<file path="src/rtl/shadow_ray_scheduler_if.sv">
// Shared payload types and the request/generator/output bus of the
// shadow-ray scheduler.
//   shadow_ray_pkg          : fixed-point vector, light, AABB result and ray types
//   shadow_ray_scheduler_if : req_* (request in), gen_* (generator handshake),
//                             out_* (tagged shadow-ray records to occlusion)
//   modport master          : scheduler side
//   modport slave           : environment side (requester, generator, downstream)
package shadow_ray_pkg;
   localparam int unsigned FX_W = 24;

   typedef struct packed {
      logic [FX_W-1:0] x;
      logic [FX_W-1:0] y;
      logic [FX_W-1:0] z;
   } Vec3_t;

   typedef struct packed {
      Vec3_t           position;
      logic [FX_W-1:0] intensity;
   } LightSource_t;

   typedef struct packed {
      logic            hit;
      logic [FX_W-1:0] t_near;
      logic [FX_W-1:0] t_far;
   } AABB_result_t;

   typedef struct packed {
      Vec3_t           origin;
      Vec3_t           dir;
      logic [FX_W-1:0] t_max;
   } Ray;
endpackage

interface shadow_ray_scheduler_if #(
   parameter int unsigned TAG_W = 8,
   parameter int unsigned LI_W  = 2
);
   import shadow_ray_pkg::*;

   logic             req_valid;
   logic             req_ready;
   AABB_result_t     req_result;
   Vec3_t            req_hit_point;
   logic [TAG_W-1:0] req_tag;

   logic             gen_start;
   AABB_result_t     gen_test_result;
   LightSource_t     gen_light;
   Vec3_t            gen_hit_point;
   logic             gen_valid;
   Ray               gen_shadow_ray;

   logic             out_valid;
   logic             out_ready;
   Ray               out_ray;
   logic [TAG_W-1:0] out_tag;
   logic [LI_W-1:0]  out_light_idx;
   logic             out_skip;
   logic             out_last;

   modport master (
      input  req_valid, req_result, req_hit_point, req_tag,
      output req_ready,
      output gen_start, gen_test_result, gen_light, gen_hit_point,
      input  gen_valid, gen_shadow_ray,
      output out_valid, out_ray, out_tag, out_light_idx, out_skip, out_last,
      input  out_ready
   );

   modport slave (
      output req_valid, req_result, req_hit_point, req_tag,
      input  req_ready,
      input  gen_start, gen_test_result, gen_light, gen_hit_point,
      output gen_valid, gen_shadow_ray,
      input  out_valid, out_ray, out_tag, out_light_idx, out_skip, out_last,
      output out_ready
   );
endinterface

</file>
<file path="src/rtl/shadow_ray_scheduler.sv">
// Shadow-ray scheduler: accepts one AABB result per request, walks the enabled
// lights of an on-chip table in ascending order, issues one generator start per
// (hit, light) pair and emits one tagged record per light. Misses and hits with
// no enabled light produce a single skip record.
// Ports:
//   clk, reset         : clock, synchronous active-high reset
//   cfg_we/idx/light   : light table write port
//   cfg_light_en       : per-light enable mask, snapshotted at accept
//   bus (master)       : req_*, gen_*, out_* channels
//   timeout_err        : sticky generator watchdog flag
// Optional feature: define SHADOW_SCHED_TIMEOUT_EN to build the WAIT watchdog;
// without it WAIT waits forever and timeout_err is tied low.
module shadow_ray_scheduler
   import shadow_ray_pkg::*;
#(
   parameter int unsigned WIDTH          = 24,
   parameter int unsigned Q_BITS         = 12,
   parameter int unsigned NUM_LIGHTS     = 4,
   parameter int unsigned TAG_W          = 8,
   parameter int unsigned TIMEOUT_CYCLES = 64,
   localparam int unsigned LI_W          = (NUM_LIGHTS > 1) ? $clog2(NUM_LIGHTS) : 1
) (
   input  logic                  clk,
   input  logic                  reset,
   input  logic                  cfg_we,
   input  logic [LI_W-1:0]       cfg_idx,
   input  LightSource_t          cfg_light,
   input  logic [NUM_LIGHTS-1:0] cfg_light_en,
   shadow_ray_scheduler_if.master bus,
   output logic                  timeout_err
);

   // Payload types are fixed to the package word width; reject mismatched builds.
   if (WIDTH != FX_W || Q_BITS >= WIDTH || NUM_LIGHTS == 0 || NUM_LIGHTS > 16 ||
       TIMEOUT_CYCLES == 0) begin : g_bad_cfg
      $error("shadow_ray_scheduler: unsupported parameter set");
   end

   typedef enum logic [1:0] {IDLE, ISSUE, WAIT, EMIT} state_t;

   state_t                state_q, state_d;
   LightSource_t          light_tbl_q [NUM_LIGHTS];
   logic [NUM_LIGHTS-1:0] mask_q, mask_d;
   logic [LI_W-1:0]       cur_idx_q, cur_idx_d;
   AABB_result_t          res_q, res_d;
   Vec3_t                 hit_point_q, hit_point_d;
   LightSource_t          gen_light_q, gen_light_d;
   logic                  gen_start_q, gen_start_d;
   logic                  req_ready_q, req_ready_d;
   logic                  out_valid_q, out_valid_d;
   Ray                    out_ray_q, out_ray_d;
   logic [TAG_W-1:0]      out_tag_q, out_tag_d;
   logic [LI_W-1:0]       out_light_idx_q, out_light_idx_d;
   logic                  out_skip_q, out_skip_d;
   logic                  out_last_q, out_last_d;

   logic                  cfg_wr_c;
   logic                  load_light_c;
   logic [LI_W-1:0]       first_idx_c;
   logic [LI_W-1:0]       next_idx_c;
   logic                  has_next_c;

`ifdef SHADOW_SCHED_TIMEOUT_EN
   localparam int unsigned TO_W = (TIMEOUT_CYCLES > 1) ? $clog2(TIMEOUT_CYCLES) : 1;
   logic [TO_W-1:0] wait_cnt_q, wait_cnt_d;
   logic            timeout_q, timeout_d;
`endif

   assign cfg_wr_c = cfg_we && (32'(cfg_idx) < 32'(NUM_LIGHTS));

   // Lowest enabled light at accept, and next enabled light above the current one.
   always_comb begin
      first_idx_c = '0;
      next_idx_c  = '0;
      has_next_c  = 1'b0;
      for (int unsigned i = NUM_LIGHTS; i > 0; i--) begin
         if (cfg_light_en[i-1]) first_idx_c = LI_W'(i-1);
         if (mask_q[i-1] && ((i - 1) > 32'(cur_idx_q))) begin
            next_idx_c = LI_W'(i-1);
            has_next_c = 1'b1;
         end
      end
   end

   // Light table; entries persist across requests.
   always_ff @(posedge clk) begin
      if (reset) begin
         for (int unsigned i = 0; i < NUM_LIGHTS; i++) light_tbl_q[i] <= '0;
      end else if (cfg_wr_c) begin
         light_tbl_q[cfg_idx] <= cfg_light;
      end
   end

   // Next-state and registered-output logic.
   always_comb begin
      state_d         = state_q;
      mask_d          = mask_q;
      cur_idx_d       = cur_idx_q;
      res_d           = res_q;
      hit_point_d     = hit_point_q;
      gen_light_d     = gen_light_q;
      gen_start_d     = 1'b0;
      out_valid_d     = out_valid_q;
      out_ray_d       = out_ray_q;
      out_tag_d       = out_tag_q;
      out_light_idx_d = out_light_idx_q;
      out_skip_d      = out_skip_q;
      out_last_d      = out_last_q;
      load_light_c    = 1'b0;
`ifdef SHADOW_SCHED_TIMEOUT_EN
      wait_cnt_d      = '0;
      timeout_d       = timeout_q;
`endif

      unique case (state_q)
         IDLE: begin
            if (bus.req_valid) begin
               res_d       = bus.req_result;
               hit_point_d = bus.req_hit_point;
               out_tag_d   = bus.req_tag;
               mask_d      = cfg_light_en;
               if (!bus.req_result.hit || cfg_light_en == '0) begin
                  out_valid_d     = 1'b1;
                  out_ray_d       = '0;
                  out_skip_d      = 1'b1;
                  out_light_idx_d = '0;
                  out_last_d      = 1'b1;
                  state_d         = EMIT;
               end else begin
                  cur_idx_d    = first_idx_c;
                  load_light_c = 1'b1;
                  gen_start_d  = 1'b1;
                  state_d      = ISSUE;
               end
            end
         end

         ISSUE: state_d = WAIT;

         WAIT: begin
            if (bus.gen_valid) begin
               out_valid_d     = 1'b1;
               out_ray_d       = bus.gen_shadow_ray;
               out_skip_d      = 1'b0;
               out_light_idx_d = cur_idx_q;
               out_last_d      = !has_next_c;
               state_d         = EMIT;
            end
`ifdef SHADOW_SCHED_TIMEOUT_EN
            else if (wait_cnt_q == TO_W'(TIMEOUT_CYCLES - 1)) begin
               // Silent generator: report this light as skipped and move on.
               timeout_d       = 1'b1;
               out_valid_d     = 1'b1;
               out_ray_d       = '0;
               out_skip_d      = 1'b1;
               out_light_idx_d = cur_idx_q;
               out_last_d      = !has_next_c;
               state_d         = EMIT;
            end else begin
               wait_cnt_d = wait_cnt_q + TO_W'(1);
            end
`endif
         end

         EMIT: begin
            if (bus.out_ready) begin
               out_valid_d = 1'b0;
               if (out_last_q) begin
                  state_d = IDLE;
               end else begin
                  cur_idx_d    = next_idx_c;
                  load_light_c = 1'b1;
                  gen_start_d  = 1'b1;
                  state_d      = ISSUE;
               end
            end
         end

         default: state_d = IDLE;
      endcase

      // Light is latched on entry to ISSUE so it is valid with gen_start;
      // a same-edge table write to that entry is forwarded.
      if (load_light_c) begin
         gen_light_d = (cfg_wr_c && cfg_idx == cur_idx_d) ? cfg_light
                                                         : light_tbl_q[cur_idx_d];
      end

      req_ready_d = (state_d == IDLE);
   end

   always_ff @(posedge clk) begin
      if (reset) begin
         state_q         <= IDLE;
         mask_q          <= '0;
         cur_idx_q       <= '0;
         res_q           <= '0;
         hit_point_q     <= '0;
         gen_light_q     <= '0;
         gen_start_q     <= 1'b0;
         req_ready_q     <= 1'b1;
         out_valid_q     <= 1'b0;
         out_ray_q       <= '0;
         out_tag_q       <= '0;
         out_light_idx_q <= '0;
         out_skip_q      <= 1'b0;
         out_last_q      <= 1'b0;
      end else begin
         state_q         <= state_d;
         mask_q          <= mask_d;
         cur_idx_q       <= cur_idx_d;
         res_q           <= res_d;
         hit_point_q     <= hit_point_d;
         gen_light_q     <= gen_light_d;
         gen_start_q     <= gen_start_d;
         req_ready_q     <= req_ready_d;
         out_valid_q     <= out_valid_d;
         out_ray_q       <= out_ray_d;
         out_tag_q       <= out_tag_d;
         out_light_idx_q <= out_light_idx_d;
         out_skip_q      <= out_skip_d;
         out_last_q      <= out_last_d;
      end
   end

`ifdef SHADOW_SCHED_TIMEOUT_EN
   // Watchdog counter and sticky error flag.
   always_ff @(posedge clk) begin
      if (reset) begin
         wait_cnt_q <= '0;
         timeout_q  <= 1'b0;
      end else begin
         wait_cnt_q <= wait_cnt_d;
         timeout_q  <= timeout_d;
      end
   end
   assign timeout_err = timeout_q;
`else
   assign timeout_err = 1'b0;
`endif

   assign bus.req_ready       = req_ready_q;
   assign bus.gen_start       = gen_start_q;
   assign bus.gen_test_result = res_q;
   assign bus.gen_light       = gen_light_q;
   assign bus.gen_hit_point   = hit_point_q;
   assign bus.out_valid       = out_valid_q;
   assign bus.out_ray         = out_ray_q;
   assign bus.out_tag         = out_tag_q;
   assign bus.out_light_idx   = out_light_idx_q;
   assign bus.out_skip        = out_skip_q;
   assign bus.out_last        = out_last_q;

endmodule

</file>
<file path="src/flat_wrapper.sv">
// flat-port wrapper written by rule: the top's interface ports become plain ports
module shadow_ray_scheduler_flat import shadow_ray_pkg::*;
#(
   parameter int unsigned WIDTH          = 24,
   parameter int unsigned Q_BITS         = 12,
   parameter int unsigned NUM_LIGHTS     = 4,
   parameter int unsigned TAG_W          = 8,
   parameter int unsigned TIMEOUT_CYCLES = 64,
   localparam int unsigned LI_W          = (NUM_LIGHTS > 1) ? $clog2(NUM_LIGHTS) : 1
)
  (clk, reset, cfg_we, cfg_idx, cfg_light, cfg_light_en, timeout_err, bus_req_valid, bus_req_result, bus_req_hit_point, bus_req_tag, bus_req_ready, bus_gen_start, bus_gen_test_result, bus_gen_light, bus_gen_hit_point, bus_gen_valid, bus_gen_shadow_ray, bus_out_valid, bus_out_ray, bus_out_tag, bus_out_light_idx, bus_out_skip, bus_out_last, bus_out_ready);
  shadow_ray_scheduler_if #(.TAG_W(TAG_W), .LI_W((2))) bus_i ();
  input  logic clk;
  input  logic reset;
  input  logic cfg_we;
  input  logic [LI_W-1:0] cfg_idx;
  input  LightSource_t cfg_light;
  input  logic [NUM_LIGHTS-1:0] cfg_light_en;
  output logic timeout_err;
  input wire logic [$bits(bus_i.req_valid)-1:0] bus_req_valid;
  input wire logic [$bits(bus_i.req_result)-1:0] bus_req_result;
  input wire logic [$bits(bus_i.req_hit_point)-1:0] bus_req_hit_point;
  input wire logic [$bits(bus_i.req_tag)-1:0] bus_req_tag;
  output wire logic [$bits(bus_i.req_ready)-1:0] bus_req_ready;
  output wire logic [$bits(bus_i.gen_start)-1:0] bus_gen_start;
  output wire logic [$bits(bus_i.gen_test_result)-1:0] bus_gen_test_result;
  output wire logic [$bits(bus_i.gen_light)-1:0] bus_gen_light;
  output wire logic [$bits(bus_i.gen_hit_point)-1:0] bus_gen_hit_point;
  input wire logic [$bits(bus_i.gen_valid)-1:0] bus_gen_valid;
  input wire logic [$bits(bus_i.gen_shadow_ray)-1:0] bus_gen_shadow_ray;
  output wire logic [$bits(bus_i.out_valid)-1:0] bus_out_valid;
  output wire logic [$bits(bus_i.out_ray)-1:0] bus_out_ray;
  output wire logic [$bits(bus_i.out_tag)-1:0] bus_out_tag;
  output wire logic [$bits(bus_i.out_light_idx)-1:0] bus_out_light_idx;
  output wire logic [$bits(bus_i.out_skip)-1:0] bus_out_skip;
  output wire logic [$bits(bus_i.out_last)-1:0] bus_out_last;
  input wire logic [$bits(bus_i.out_ready)-1:0] bus_out_ready;
  assign bus_i.req_valid = bus_req_valid;
  assign bus_i.req_result = bus_req_result;
  assign bus_i.req_hit_point = bus_req_hit_point;
  assign bus_i.req_tag = bus_req_tag;
  assign bus_req_ready = bus_i.req_ready;
  assign bus_gen_start = bus_i.gen_start;
  assign bus_gen_test_result = bus_i.gen_test_result;
  assign bus_gen_light = bus_i.gen_light;
  assign bus_gen_hit_point = bus_i.gen_hit_point;
  assign bus_i.gen_valid = bus_gen_valid;
  assign bus_i.gen_shadow_ray = bus_gen_shadow_ray;
  assign bus_out_valid = bus_i.out_valid;
  assign bus_out_ray = bus_i.out_ray;
  assign bus_out_tag = bus_i.out_tag;
  assign bus_out_light_idx = bus_i.out_light_idx;
  assign bus_out_skip = bus_i.out_skip;
  assign bus_out_last = bus_i.out_last;
  assign bus_i.out_ready = bus_out_ready;
  shadow_ray_scheduler #(.WIDTH(WIDTH), .Q_BITS(Q_BITS), .NUM_LIGHTS(NUM_LIGHTS), .TAG_W(TAG_W), .TIMEOUT_CYCLES(TIMEOUT_CYCLES)) u_core (.clk(clk), .reset(reset), .cfg_we(cfg_we), .cfg_idx(cfg_idx), .cfg_light(cfg_light), .cfg_light_en(cfg_light_en), .bus(bus_i), .timeout_err(timeout_err));
endmodule
</file>
<file path="config.mk">
export PLATFORM = sky130hd
export DESIGN_NAME = shadow_ray_scheduler_flat
export DESIGN_NICKNAME = d
export VERILOG_FILES = /design/src/rtl/shadow_ray_scheduler_if.sv /design/src/rtl/shadow_ray_scheduler.sv /design/src/flat_wrapper.sv
export SDC_FILE = /design/constraint.sdc
export NUM_CORES = 1
export LEC_CHECK = 0
export ABC_AREA = 1
export CORE_AREA = 2 2 315 317
export CTS_CLUSTER_DIAMETER = 60
export DETAILED_ROUTE_END_ITERATION = 6
export DIE_AREA = 0 0 317 319
export PLACE_DENSITY_LB_ADDON = 0.2
export SYNTH_ARGS = -nofsm -noshare
export SYNTH_HDL_FRONTEND = slang
export SYNTH_SLANG_ARGS = --single-unit
</file>
<file path="constraint.sdc">
create_clock -name clk -period 7.5 [get_ports clk]
set_input_delay 0.75 -clock clk [delete_from_list [all_inputs] [get_ports clk]]
set_output_delay 0.75 -clock clk [all_outputs]
set_load 0.02 [all_outputs]
</file>
; After elaboration in Yosys (flattened, before gate mapping)
; Memory sizes are Yosys's and may differ from the RTL's. A register that Yosys moved wholly into a read port is not among the register bits.
; Cells that the tools add are included.
[totals]
regBits = 312
mem_bits_rw = 384
in_bits = 405
output_inout_bits = 401
mem_count = 1
[memory_table]
columns = name, depth, word_bits, rd, rd_clocked_by_memory_dff, write_ports, line_no
row1 = u_core.light_tbl_q, 4, 96, 1, 1, 4, shadow_ray_scheduler.sv:42  ; LightSource_t light_tbl_q [NUM_LIGHTS];
[op_classes]
n_lt_le_gt_ge = 3
n_eq_ne = 7
mux = 51
reduce_logical = 15
[op_table]
columns = op, count
row1 = $mux W168, 3
row2 = $pmux W168 S2, 1
row3 = $mux W96, 1
row4 = $reduce_or A96 Y1, 1
row5 = $mux W2, 19
row6 = $mux W1, 20
row7 = $pmux W2 S2, 2
row8 = $pmux W2 S4, 1
row9 = $ne A2 B2 Y1 const B, 3
row10 = $pmux W1 S2, 3
row11 = $reduce_and A5 Y1, 1
row12 = $eq A2 B2 Y1 const B, 2
row13 = $gt A2 B2 Y1 const A, 2
row14 = $logic_not A2 Y1, 2
row15 = $logic_not A4 Y1, 1
row16 = $reduce_and A4 Y1, 1
row17 = $logic_and A1 B1 Y1, 3
row18 = $pmux W1 S3, 1
row19 = $reduce_bool A3 Y1, 1
row20 = $eq A2 B1 Y1 const B, 1
row21 = $gt A1 B2 Y1 const A, 1
row22 = $logic_not A1 Y1, 2
row23 = $ne A2 B1 Y1 const B, 1
row24 = $reduce_and A2 Y1, 1
row25 = 2 further kinds, 2

; Longest topological paths before layout
[depth]
ltp_word = 8
ltp_mapped = 18

; Least setup slack after synthesis
; Ideal clock, no wire load.
[synth_path]
path_type = input to register
from = in reset
to = mem u_core.light_tbl_q[3][0] (netlist name) (enable)
setup_ns = 0.554
t_arrival_ns = 5.339
setup_slack_ns = 1.607
cell_stages = 6
path_buffers = 2
cell_sequence = clkbuf_1 inv_1 clkbuf_1 nand2_1 nand2_1 nor2_1
[synth_rtl]
columns = item, line_no
row1 = "start, declared", flat_wrapper.sv:14  ; input logic reset;
row2 = "end, declared", shadow_ray_scheduler.sv:42

; Worst setup path after layout
[layout_path]
from = reg u_core.state_q[1]
to = reg u_core.bus.gen_light[28] (netlist name)
[layout_between]
elab_chain_cells = 2
word_cells_on_any_way = 4
classes_between = eq/ne: 1 / mux: 2 / reduce/logical: 1
[layout_rtl]
columns = item, line_no
row1 = "start, declared", shadow_ray_scheduler.sv:41  ; state_t state_q, state_d;
row2 = "start signal, assigned", shadow_ray_scheduler.sv:209  ; state_q <= state_d;
row3 = $eq A2 B2 Y1 / $logic_not A2 Y1 (equally long branches), shadow_ray_scheduler.sv:115  ; unique case (state_q)
row4 = $pmux W2 S2 / $pmux W1 S2 (equally long branches), shadow_ray_scheduler.sv:115
; Parallel ways exist; a longest one is shown, timed or not.
; A chain may end at the register's enable or synchronous reset.

==> results.md <==
- CTS Hold Bufs: 0
- Die Area: 101000 µm²
- Seq. cell area: 19700 µm²
- Dominant synthesized flop cell: dfxtp_1
- Initial drt markers: 2377
- Area Overhead vs Synth: 35.4%
- Clock sinks: 791
- Largest net degree at the start of global routing: 171
- Cell repeated most along the worst path: nand2_1
- Sequential-to-total area share from yosys stat: 0.577
- Share of the synthesized area in the top cell type: 0.338
- Met3 usage: 0.0747
- Synthesized-area fraction occupied by adder cells: 0.00147
- CP peak stage delay: 680 ps
- CP required: 8060 ps
- Final Max Tran Viols: 0
- Top delay family on crit path: simple AND/OR/NAND/NOR gates
- IO Port Bufs: 804
- Core box area: 97700 µm²
- Max Cap Violations: 0
- Via density: 4.80
- Worst Hold Class: reg2reg
- Fin util: 0.473
- Clk_skew: 32.6 ps
- Vias in the first global route: 28600
- Share of cells above drive strength 1: 0.0425
- Root buf cell: clkbuf_16
- IO Pins: 806
- FMAX: 221 MHz
- First-pass GRT wire length: 182 mm
- Routed Antenna Nets: 0
- Final worst slack: 2980 ps
- Leakage Power: 19.3 nW
- Row count: 115
- # DRC: 0
- Starting Density: 0.349
- M1 GR Usage: 0.287
- Synth Warn #: 0
- Filler instances: 9502
- Slew @ Worst Pin: 1220 ps
- Hold slack: 457 ps
- Post-Synth XOR/XNOR Area: 0
- Mean Syn Cell Area: 8.10 µm²
- Worst skew pair latency: 680 ps
- Combinational family with the most area after synthesis: simple AND/OR/NAND/NOR gates
- Peak VDD IR: 0.462 mV
- Die Ht: 319 µm
- Post-cts resize count: 0
- Die Width: 317 µm
- Post-Place Setup Slack: 2360 ps
- Post-DR wirelength/cell: 19.9 µm
- Asr flop ratio synth: 0
- GPL Wtd Cong: 0.828
- GRT overflow: 0
- Final setup fails: 0
- Synth Register Bits: 791
- Max-slew headroom at the worst pin: 0.190
- CTS tree: yes
- Distinct cells, synth: 28
- Startpoint types: flop
- Initial antenna violation count: 23
- Gr busiest metal: met2
- Final worst-path cycle share: 0.602
- CP endpoint kind: flop
- Post-Synth Simple-Gate Area: 0.283
- Tmin final: 4520 ps
- Met2 Usage GRT: 0.391
- Nets: 5272
- P per Cell Area: 402 nW/µm²
- Buffers & Inverters on Critical Path: 4
- Outcome: completed
- Mapped Cells: 4213
- CTS clk-pin slew, worst paths: 60 ps
- Crit path max fanout: 52
- DR pass1 iterations: 6
- Synth top cells by count: nand2_1, nor2_1, inv_1
- HPWL after detailed placement: 77.0 mm
- Multi-input logic area: 11400 µm²
- RSZ-0062 raised after global routing: false
- Syn Nets: 4622
- Setup_tns: 0 ps
- Reg2reg setup slack: 2980 ps
- Final wirelength: 124 mm
- Number of flops mapped to enable cells by yosys: 384
- Post-CTS Setup Bufs: 0
- GRT Util Overall: 0.237
- Multiplexer share of the synthesized area: 0
- Area leader, netlist: edfxtp_1
- Post-synthesis instance area: 34100 µm²
- Area contributors post-synth: edfxtp_1, dfxtp_1, nand2_1
- Most frequent cell after synthesis: nand2_1
- Detailed-route via count: 29900
- Synth Area in Compound Gates: 0.0473
- CP max stage cell: nor2_4
- CP arrival: 5080 ps
- Final Hold Fails: 0
- CTS H-Tree Depth: 3
- Crit path kind: reg2reg
- CTS Buf Count: 98
- Clock Path Buffers: 3
- CP cell instances: inv_1 > ha_1 > inv_1 > nor2_1 > a21oi_1 > nand2_1 > nand2_4 > nand2_1 > nand2_1 > nor2_4 > nand2_4 > buf_4 > nand2_1 > nand3_1 > nand2_1 > inv_1
per-stage QoR:
| stage | total power, mW | instances | cell area [µm²] |
|---|---|---|---|
| 2_1_floorplan | 11.0 | 4213 | 34100 |
| 3_3_place_gp | 14.0 | 6050 | 43000 |
| 3_5_place_dp | 14.0 | 6050 | 43000 |
| 4_1_cts | 18.7 | 6233 | 46200 |
| 5_1_grt | 19.7 | 6237 | 46200 |
| 6_report | 18.6 | 6240 | 46200 |
per-layer routing:
layer / wire length (µm) / up-vias
met4: 4520 / 24
met2: 59100 / 1091
li1: - / 14600
met1: 49100 / 14000
met5: 162 / -
met3: 11300 / 222
final cells by class:
cell class,count,share of cell area
Inverter,505,0.0413
Antenna cell,7,0.000379
Multi-Input combinational cell,2631,0.248
Clock inverter,41,0.00869
Sequential cell,791,0.426
Tap cell,1287,0.0349
Clock buffer,142,0.0607
Timing Repair Buffer,836,0.181
flip-flops by register name, summed over array words and instances (netlist names):
register and cells:
u_core.bus.gen_hit_point 72, u_core.bus.gen_light 96, u_core.bus.gen_start 1, u_core.bus.gen_test_result 49, u_core.bus.out_last 1, u_core.bus.out_light_idx 2
u_core.bus.out_ray 168, u_core.bus.out_skip 1, u_core.bus.out_tag 8, u_core.bus.out_valid 1, u_core.bus.req_ready 1, u_core.cur_idx_q 2
u_core.light_tbl_q 384, u_core.mask_q 3, u_core.state_q 2
logic make-up (layout without fill, tap and decap cells):
| logic type | Yosys count | in the layout |
|---|---|---|
| simple gates | 2307 | 2307 |
| flops | 791 | 791 |
| buf+inv | 791 | 1524 |
| compound gates | 319 | 319 |
| fa+ha+maj | 4 | 4 |
| other cells | 1 | 8 |
layout by cell type, fill, tap and decap left out, types with 7 or more instances in the layout:
master / n
nor2_1: 855
nand2_1: 849
clkdlybuf4s50_1: 803
inv_1: 498
nand3_1: 490
dfxtp_1: 407
edfxtp_1: 384
a21oi_1: 178
o21ai_0: 133
clkbuf_16: 99
nand3b_1: 96
buf_4: 28
clkbuf_1: 26
clkbuf_8: 16
clkinv_2: 15
nand2_4: 12
inv_6: 8
diode_2: 7
power breakdown:
group / switching [mW] / internal (mW) / total (mW)
Clock: 1.93 / 2.78 / 4.71
Sequential: 0.316 / 5.17 / 5.49
Combinational: 5.73 / 2.63 / 8.36
Total: 7.97 / 10.6 / 18.6
final timing paths:
path / startpoint / endpoint / cells after the start
setup / recovery: u_core.state_q[1]$_SDFF_PP0_ / u_core.bus.gen_light[28]$_SDFFE_PP0P_ / 16
hold / removal: u_core.bus.out_ray[108]$_SDFFE_PP0P_ / u_core.bus.out_ray[108]$_SDFFE_PP0P_ / 2
setup reg to reg: u_core.state_q[1]$_SDFF_PP0_ / u_core.bus.gen_light[28]$_SDFFE_PP0P_ / 16
hold reg to reg: u_core.bus.out_ray[108]$_SDFFE_PP0P_ / u_core.bus.out_ray[108]$_SDFFE_PP0P_ / 2
worst register-to-register path, stage by stage, from the launching register on:
cell and delay [ps]:
dfxtp_1 330, inv_1 120, ha_1 410, inv_1 170, nor2_1 130, a21oi_1 70, nand2_1 130, nand2_4 400
nand2_1 190, nand2_1 100, nor2_4 680, nand2_4 680, buf_4 590, nand2_1 180, nand3_1 80, nand2_1 90
inv_1 40
(Power assumes the default switching activity.)
